$ cat src/rtl/tomasulo_pkg.sv
// Shared Tomasulo definitions: datapath widths, function codes and the
// reservation-station entry record.
package tomasulo_pkg;

  localparam int DATA_W   = 8;
  localparam int TAG_W    = 3;
  localparam int FUNC_W   = 4;
  localparam int REG_W    = 4;
  localparam int RS_IDX_W = 3;
  localparam int AGE_W    = 2;

  typedef enum logic [FUNC_W-1:0] {
    FUNC_ADD = 4'b0000,
    FUNC_SUB = 4'b0001,
    FUNC_MUL = 4'b0010,
    FUNC_DIV = 4'b0011,
    FUNC_LD  = 4'b0100,
    FUNC_ST  = 4'b0101
  } func_e;

  typedef struct packed {
    logic              busy;
    logic [FUNC_W-1:0] func;
    logic [REG_W-1:0]  rd;
    logic [TAG_W-1:0]  rob;
    logic              r1;
    logic [TAG_W-1:0]  q1;
    logic [DATA_W-1:0] v1;
    logic              r2;
    logic [TAG_W-1:0]  q2;
    logic [DATA_W-1:0] v2;
    logic [AGE_W-1:0]  age;
  } rs_entry_t;

  // Age counts issues seen since this entry arrived, pinned at its maximum.
  function automatic logic [AGE_W-1:0] age_inc(input logic [AGE_W-1:0] age);
    return (age == 2'd3) ? age : age + 2'd1;
  endfunction

endpackage

$ cat src/rtl/rs_select.sv
// Oldest-ready picker: among busy entries with both operands ready the
// highest age wins, and equal ages resolve to the lower index.
module rs_select
  import tomasulo_pkg::*;
#(
  parameter int NUM_ENTRIES = 3
) (
  input  logic [NUM_ENTRIES-1:0]            busy_i,
  input  logic [NUM_ENTRIES-1:0]            ready_i,
  input  logic [NUM_ENTRIES-1:0][AGE_W-1:0] age_i,
  output logic                              valid_o,
  output logic [RS_IDX_W-1:0]               index_o
);

  logic                valid_s;
  logic [RS_IDX_W-1:0] index_s;
  logic [AGE_W-1:0]    age_s;
  logic                take_s;

  // Ascending scan; a strict greater-than keeps the lowest index on ties.
  always_comb begin
    valid_s = 1'b0;
    index_s = '0;
    age_s   = '0;
    take_s  = 1'b0;
    for (int i = 0; i < NUM_ENTRIES; i++) begin
      take_s  = busy_i[i] & ready_i[i] & (~valid_s | (age_i[i] > age_s));
      index_s = take_s ? RS_IDX_W'(i) : index_s;
      age_s   = take_s ? age_i[i] : age_s;
      valid_s = valid_s | take_s;
    end
  end

  assign valid_o = valid_s;
  assign index_o = index_s;

endmodule

$ cat src/rtl/rs_dispatch.sv
// Reservation station: holds issued instructions, snoops the CDB by ROB tag
// and dispatches the oldest ready entry through registered outputs.
module rs_dispatch
  import tomasulo_pkg::*;
#(
  parameter int NUM_ENTRIES = 3,
  parameter int DATA_W      = tomasulo_pkg::DATA_W,
  parameter int TAG_W       = tomasulo_pkg::TAG_W,
  parameter int FUNC_W      = tomasulo_pkg::FUNC_W,
  parameter int REG_W       = tomasulo_pkg::REG_W
) (
  input  logic              clk1,
  input  logic              rst,
  input  logic              flush,
  input  logic              iss_valid,
  output logic              iss_ready,
  input  logic [FUNC_W-1:0] iss_func,
  input  logic [REG_W-1:0]  iss_rd,
  input  logic [TAG_W-1:0]  iss_rob,
  input  logic              iss_rdy1,
  input  logic              iss_rdy2,
  input  logic [DATA_W-1:0] iss_v1,
  input  logic [DATA_W-1:0] iss_v2,
  input  logic [TAG_W-1:0]  iss_q1,
  input  logic [TAG_W-1:0]  iss_q2,
  input  logic              cdb_valid,
  input  logic [TAG_W-1:0]  cdb_tag,
  input  logic [DATA_W-1:0] cdb_data,
  input  logic              exec_ready,
  output logic              exec_b,
  output logic [2:0]        rs_index,
  output logic [DATA_W-1:0] rs1_data,
  output logic [DATA_W-1:0] rs2_data,
  output logic [FUNC_W-1:0] func,
  output logic [TAG_W-1:0]  rob_ind,
  output logic [REG_W-1:0]  rd
);

  rs_entry_t ent_q [NUM_ENTRIES];
  rs_entry_t ent_d [NUM_ENTRIES];

  logic                exec_b_q;
  logic [RS_IDX_W-1:0] rs_index_q;
  logic [DATA_W-1:0]   rs1_q;
  logic [DATA_W-1:0]   rs2_q;
  logic [FUNC_W-1:0]   func_q;
  logic [TAG_W-1:0]    rob_q;
  logic [REG_W-1:0]    rd_q;

  logic [NUM_ENTRIES-1:0]            busy_s;
  logic [NUM_ENTRIES-1:0]            ready_s;
  logic [NUM_ENTRIES-1:0][AGE_W-1:0] age_s;
  logic [NUM_ENTRIES-1:0]            wake1_s;
  logic [NUM_ENTRIES-1:0]            wake2_s;
  logic                              sel_valid_s;
  logic [RS_IDX_W-1:0]               sel_idx_s;
  rs_entry_t                         sel_ent_s;
  logic                              free_found_s;
  logic [RS_IDX_W-1:0]               free_idx_s;
  logic                              iss_fire_s;
  logic                              disp_s;
  logic                              byp1_s;
  logic                              byp2_s;

  // Per-entry views of registered state; wake-ups only touch pending operands.
  always_comb begin
    for (int i = 0; i < NUM_ENTRIES; i++) begin
      busy_s[i]  = ent_q[i].busy;
      ready_s[i] = ent_q[i].r1 & ent_q[i].r2;
      age_s[i]   = ent_q[i].age;
      wake1_s[i] = cdb_valid & ent_q[i].busy & ~ent_q[i].r1 & (ent_q[i].q1 == cdb_tag);
      wake2_s[i] = cdb_valid & ent_q[i].busy & ~ent_q[i].r2 & (ent_q[i].q2 == cdb_tag);
    end
  end

  // Lowest-index free entry; scanned downward so the lowest index lands last.
  always_comb begin
    free_found_s = 1'b0;
    free_idx_s   = '0;
    for (int i = NUM_ENTRIES - 1; i >= 0; i--) begin
      free_idx_s   = ent_q[i].busy ? free_idx_s : RS_IDX_W'(i);
      free_found_s = free_found_s | ~ent_q[i].busy;
    end
  end

  rs_select #(
    .NUM_ENTRIES (NUM_ENTRIES)
  ) u_select (
    .busy_i  (busy_s),
    .ready_i (ready_s),
    .age_i   (age_s),
    .valid_o (sel_valid_s),
    .index_o (sel_idx_s)
  );

  assign iss_ready  = free_found_s;
  assign iss_fire_s = iss_valid & free_found_s & ~flush;
  assign disp_s     = sel_valid_s & exec_ready & ~flush;
  assign byp1_s     = cdb_valid & (iss_q1 == cdb_tag);
  assign byp2_s     = cdb_valid & (iss_q2 == cdb_tag);

  // Fields of the entry chosen by the picker.
  always_comb begin
    sel_ent_s = ent_q[0];
    for (int i = 1; i < NUM_ENTRIES; i++) begin
      sel_ent_s = (sel_idx_s == RS_IDX_W'(i)) ? ent_q[i] : sel_ent_s;
    end
  end

  // Entry next state: CDB capture, then flush > dispatch release > issue > aging.
  always_comb begin
    for (int i = 0; i < NUM_ENTRIES; i++) begin
      ent_d[i]    = ent_q[i];
      ent_d[i].r1 = ent_q[i].r1 | wake1_s[i];
      ent_d[i].v1 = wake1_s[i] ? cdb_data : ent_q[i].v1;
      ent_d[i].r2 = ent_q[i].r2 | wake2_s[i];
      ent_d[i].v2 = wake2_s[i] ? cdb_data : ent_q[i].v2;
      if (flush) begin
        ent_d[i].busy = 1'b0;
        ent_d[i].age  = '0;
      end else if (disp_s && (sel_idx_s == RS_IDX_W'(i))) begin
        ent_d[i].busy = 1'b0;
      end else if (iss_fire_s && (free_idx_s == RS_IDX_W'(i))) begin
        ent_d[i].busy = 1'b1;
        ent_d[i].func = iss_func;
        ent_d[i].rd   = iss_rd;
        ent_d[i].rob  = iss_rob;
        ent_d[i].r1   = iss_rdy1 | byp1_s;
        ent_d[i].q1   = iss_q1;
        ent_d[i].v1   = iss_rdy1 ? iss_v1 : cdb_data;
        ent_d[i].r2   = iss_rdy2 | byp2_s;
        ent_d[i].q2   = iss_q2;
        ent_d[i].v2   = iss_rdy2 ? iss_v2 : cdb_data;
        ent_d[i].age  = '0;
      end else if (iss_fire_s && ent_q[i].busy) begin
        ent_d[i].age = age_inc(ent_q[i].age);
      end else begin
        ent_d[i].age = ent_q[i].age;
      end
    end
  end

  // Entry storage and the dispatch output registers; data outputs hold when idle.
  always_ff @(posedge clk1 or posedge rst) begin
    if (rst) begin
      for (int i = 0; i < NUM_ENTRIES; i++) begin
        ent_q[i] <= '0;
      end
      exec_b_q   <= 1'b0;
      rs_index_q <= '0;
      rs1_q      <= '0;
      rs2_q      <= '0;
      func_q     <= '0;
      rob_q      <= '0;
      rd_q       <= '0;
    end else begin
      for (int i = 0; i < NUM_ENTRIES; i++) begin
        ent_q[i] <= ent_d[i];
      end
      exec_b_q <= disp_s;
      if (disp_s) begin
        rs_index_q <= sel_idx_s;
        rs1_q      <= sel_ent_s.v1;
        rs2_q      <= sel_ent_s.v2;
        func_q     <= sel_ent_s.func;
        rob_q      <= sel_ent_s.rob;
        rd_q       <= sel_ent_s.rd;
      end
    end
  end

  assign exec_b   = exec_b_q;
  assign rs_index = rs_index_q;
  assign rs1_data = rs1_q;
  assign rs2_data = rs2_q;
  assign func     = func_q;
  assign rob_ind  = rob_q;
  assign rd       = rd_q;

endmodule

$ cat config.mk
export PLATFORM = sky130hd
export DESIGN_NAME = rs_dispatch
export DESIGN_NICKNAME = d
export VERILOG_FILES = /design/src/rtl/tomasulo_pkg.sv /design/src/rtl/rs_select.sv /design/src/rtl/rs_dispatch.sv
export SDC_FILE = /design/constraint.sdc
export NUM_CORES = 1
export LEC_CHECK = 0
export CELL_PAD_IN_SITES_DETAIL_PLACEMENT = 1
export CELL_PAD_IN_SITES_GLOBAL_PLACEMENT = 2
export CORE_UTILIZATION = 36
export DETAILED_ROUTE_END_ITERATION = 16
export PLACE_DENSITY = 0.86
export SETUP_SLACK_MARGIN = 0.5
export SLEW_MARGIN = 40
export SYNTH_ARGS = -nofsm -noshare
export SYNTH_HDL_FRONTEND = slang
export SYNTH_SLANG_ARGS = --single-unit
$ cat constraint.sdc
create_clock -name clk1 -period 5.3 [get_ports clk1]
set_clock_uncertainty 0.15 [all_clocks]
set_input_delay 0.795 -clock clk1 [delete_from_list [all_inputs] [get_ports clk1]]
set_output_delay 0.795 -clock clk1 [all_outputs]
set_load 0.01 [all_outputs]
==> flow_summary.toml <==
[yosys]
netlist_area_um2 = 6910
async_flop_share = 1.00
synth_nets = 737
synth_seq_cells = 144
yosysWarnings = 0
synth_edf_count = 0
ys.flop_type = "dfrtp_1"
yosysSeqAreaShare = 0.522
syn_area_per_cell_um2 = 10.2
netlist_instances = 678
ys_types = 57

[clocking]
post_cts_resized = 0
cts_max_level = 4
numCtsBuffers = 17
clk_latency_ps = 430
path_clk_slew_ps = 60
ctsRootBufferMaster = "clkbuf_16"
cts.sinks = 144
clockBufferDepth = 2
holdBufCountCts = 0
cts_tree = "done"
post_cts_buffers = 0

[cells_and_area]
n_antenna_cell = 0
final_layout_size_suffix_gt1_frac = 0.154
area_growth_pct = 24.9
final_nets = 814
fillers = 2078

[detailed_routing]
firstDrtPassIters = 5
wirelength_um = 22600
vias = 5800
wl_per_cell_um = 22.6
antenna_left = 0
drtIter0Drc = 339
via_per_inst = 5.80
drc_errors = 0

[worst_setup_path]
worst-r2r-setup-slack_ps = 830
crit_required_ps = 5480
cp-end-kind = "flop"
worstRegToRegCells = 14
worstReg2RegEnd = "rs1_data[2]"
critPathKind = "flop to flop"
endpoint = "rs1_data[2]"
cp-startpoint = "busy_s[0]"
worstReg2RegStart = "busy_s[0]"
start_kind = "flop"
cp_max_fo = 13
critPathArrivalTime_ps = 4640

[sta]
slew_headroom = 0.412
fin_ws_ps = 831
min_period_ps = 4470
fin_crit_sh = 0.843
rsz0062_at_grt = "no"
report.final.setup_viol = 0
fin_setup_tns_ps = 0
worst_slew_pin_slew_ps = 876
hold_viol = 0
max_freq_mhz = 224
holdWs_ps = 333
report.final.slew_viol_count = 0

[pwr]
p_per_area_nw_per_um2 = 468
power.leakage_nw = 3.66
vdd_drop_max_mv = 0.289

[global_route]
grt_pass1_vias = 6390
grt_pass1_wl_um = 36500
grt_max_degree = 100
grt_usage = 0.244
antenna_found_initial = 0
overflow = 0

[hold_path]
min_from = "ent_q[67]"
holdCritPathClass = "flop to flop"
hold_depth = 2

[job]
cap_violations = 0

[floorplanning]
start_util = 0.368
ios = 84
chipHeight_um = 141
num_rows = 50
die_x_um = 141
design.die.area_um2 = 19700
core_area_um2 = 18800

[placement]
dp_hpwl_um = 15400
dp_slack_ps = 722
place.gp.congestion = 0.832
port_buffers = 82

[run_status]
status = "completed"
-- how the worst min path moves through the flow --
| stage | end | slack, ps |
|---|---|---|
| after detailed placement | rs_index[0] | 320 |
| after floorplan | func[0] | 290 |
| after CTS | ent_q[108] | 330 |
| after global placement | func[0] | 300 |
| after global routing | ent_q[112] | 360 |
| final | rd[0] | 330 |
-- Yosys cell counts (2+ instances only) --
library cell  count  area (µm²)
and3b_1           2        17.5
or2_2             5        31.3
inv_1             6        22.5
xnor2_1          19         166
nand2_1         103         387
nor3_1            7        35.0
o221a_2          16         180
a311oi_1         14         123
clkbuf_1         18        67.6
dfrtp_1         144        3600
buf_2            12        60.1
a31o_2            2        17.5
o21ai_0          31         155
a2bb2oi_1         3        26.3
or3_1            17         106
nor2b_1           2        12.5
nand2b_1          4        25.0
o21ai_1           4        20.0
mux2_2           38         428
mux2_1            2        22.5
nand3_1           5        25.0
buf_6             2        22.5
a21o_1            3        22.5
mux2i_1          13         130
a21oi_1          25         125
nand4_1           2        12.5
a22oi_1          13        97.6
ha_1              7        87.6
xor2_1            5        43.8
nor2_1           87         327
buf_4             4        30.0
o22ai_1          32         200
and3_1            5        31.3
nand4b_1          2        17.5
nor4_1            2        12.5
-- stage by stage --
step            util  std cells  cell area [µm²]  total power, W
2_1_floorplan      -        678             6910         0.00225
3_3_place_gp   0.424        969             7970         0.00269
3_5_place_dp   0.427        970             8010         0.00276
4_1_cts        0.459       1000             8620         0.00405
5_1_grt        0.460       1000             8630         0.00423
6_report       0.460       1000             8630         0.00403
-- area by class of cell --
type | instances | area [µm²] | share of cell area
inverters | 7 | 30.0 | 0.00348
clock buffers | 19 | 453 | 0.0525
repair buffers | 94 | 948 | 0.110
well taps | 234 | 293 | 0.0339
flip-flops and latches | 144 | 3600 | 0.418
multi-input cells | 491 | 3140 | 0.363
clock inverters | 11 | 164 | 0.0190
-- critical path, cell delays in order, from the launching register on --
cell and delay, ps:
dfrtp_1 550, and3_1 360, nand2_1 120, ha_1 310, nor2b_1 170, o21ai_0 210
a21oi_2 430, nor2_1 90, a21oi_1 140, ha_1 260, nor2b_1 150, o21ai_1 500
a21o_1 210, nand2_1 350, o21ai_0 350
-- flip-flops by register name, summed over array words and instances (netlist names) --
| signal | cells |
|---|---|
| age_s | 6 |
| busy_s | 3 |
| ent_q | 105 |
| exec_b | 1 |
| func | 4 |
| rd | 4 |
| rob_ind | 3 |
| rs1_data | 8 |
| rs2_data | 8 |
| rs_index | 2 |
-- per-layer routing --
layer  wire, µm  global-route usage  vias to the layer above
met5          0                   0                        -
met1      10200               0.318                     3038
met2      11100               0.404                      143
met4        648               0.117                        0
li1           -                   -                     2577
met3        687              0.0297                       42
-- layout by cell type (no fill, tap or decap), types with 19 or more instances in the layout --
master / count
dfrtp_1: 144
nand2_1: 103
nor2_1: 86
clkdlybuf4s50_1: 82
mux2_2: 38
o22ai_1: 32
o21ai_0: 31
a21oi_1: 24
xnor2_1: 19
-- report_power, final --
part | total [W] | internal [W] | switching (W)
combinational | 0.00103 | 0.000558 | 0.000474
clock | 0.00128 | 0.000804 | 0.000478
sequential | 0.00172 | 0.00147 | 0.000254
-- cell families (layout without fill, tap and decap cells) --
logic type | count (synthesis) | in the layout | share of synthesized area
and+or+nand+nor | 249 | 249 | 0.158
AOI/OAI and AO/OA | 157 | 157 | 0.162
DFF | 144 | 144 | 0.522
muxes | 53 | 53 | 0.0840
buffers and inverters | 43 | 131 | 0.0299
xor gates and xnor gates | 24 | 24 | 0.0304
adders and majority gates | 7 | 7 | 0.0127
other | 1 | 1 | 0.000543
No activity file was read; power rests on OpenSTA's default activity.
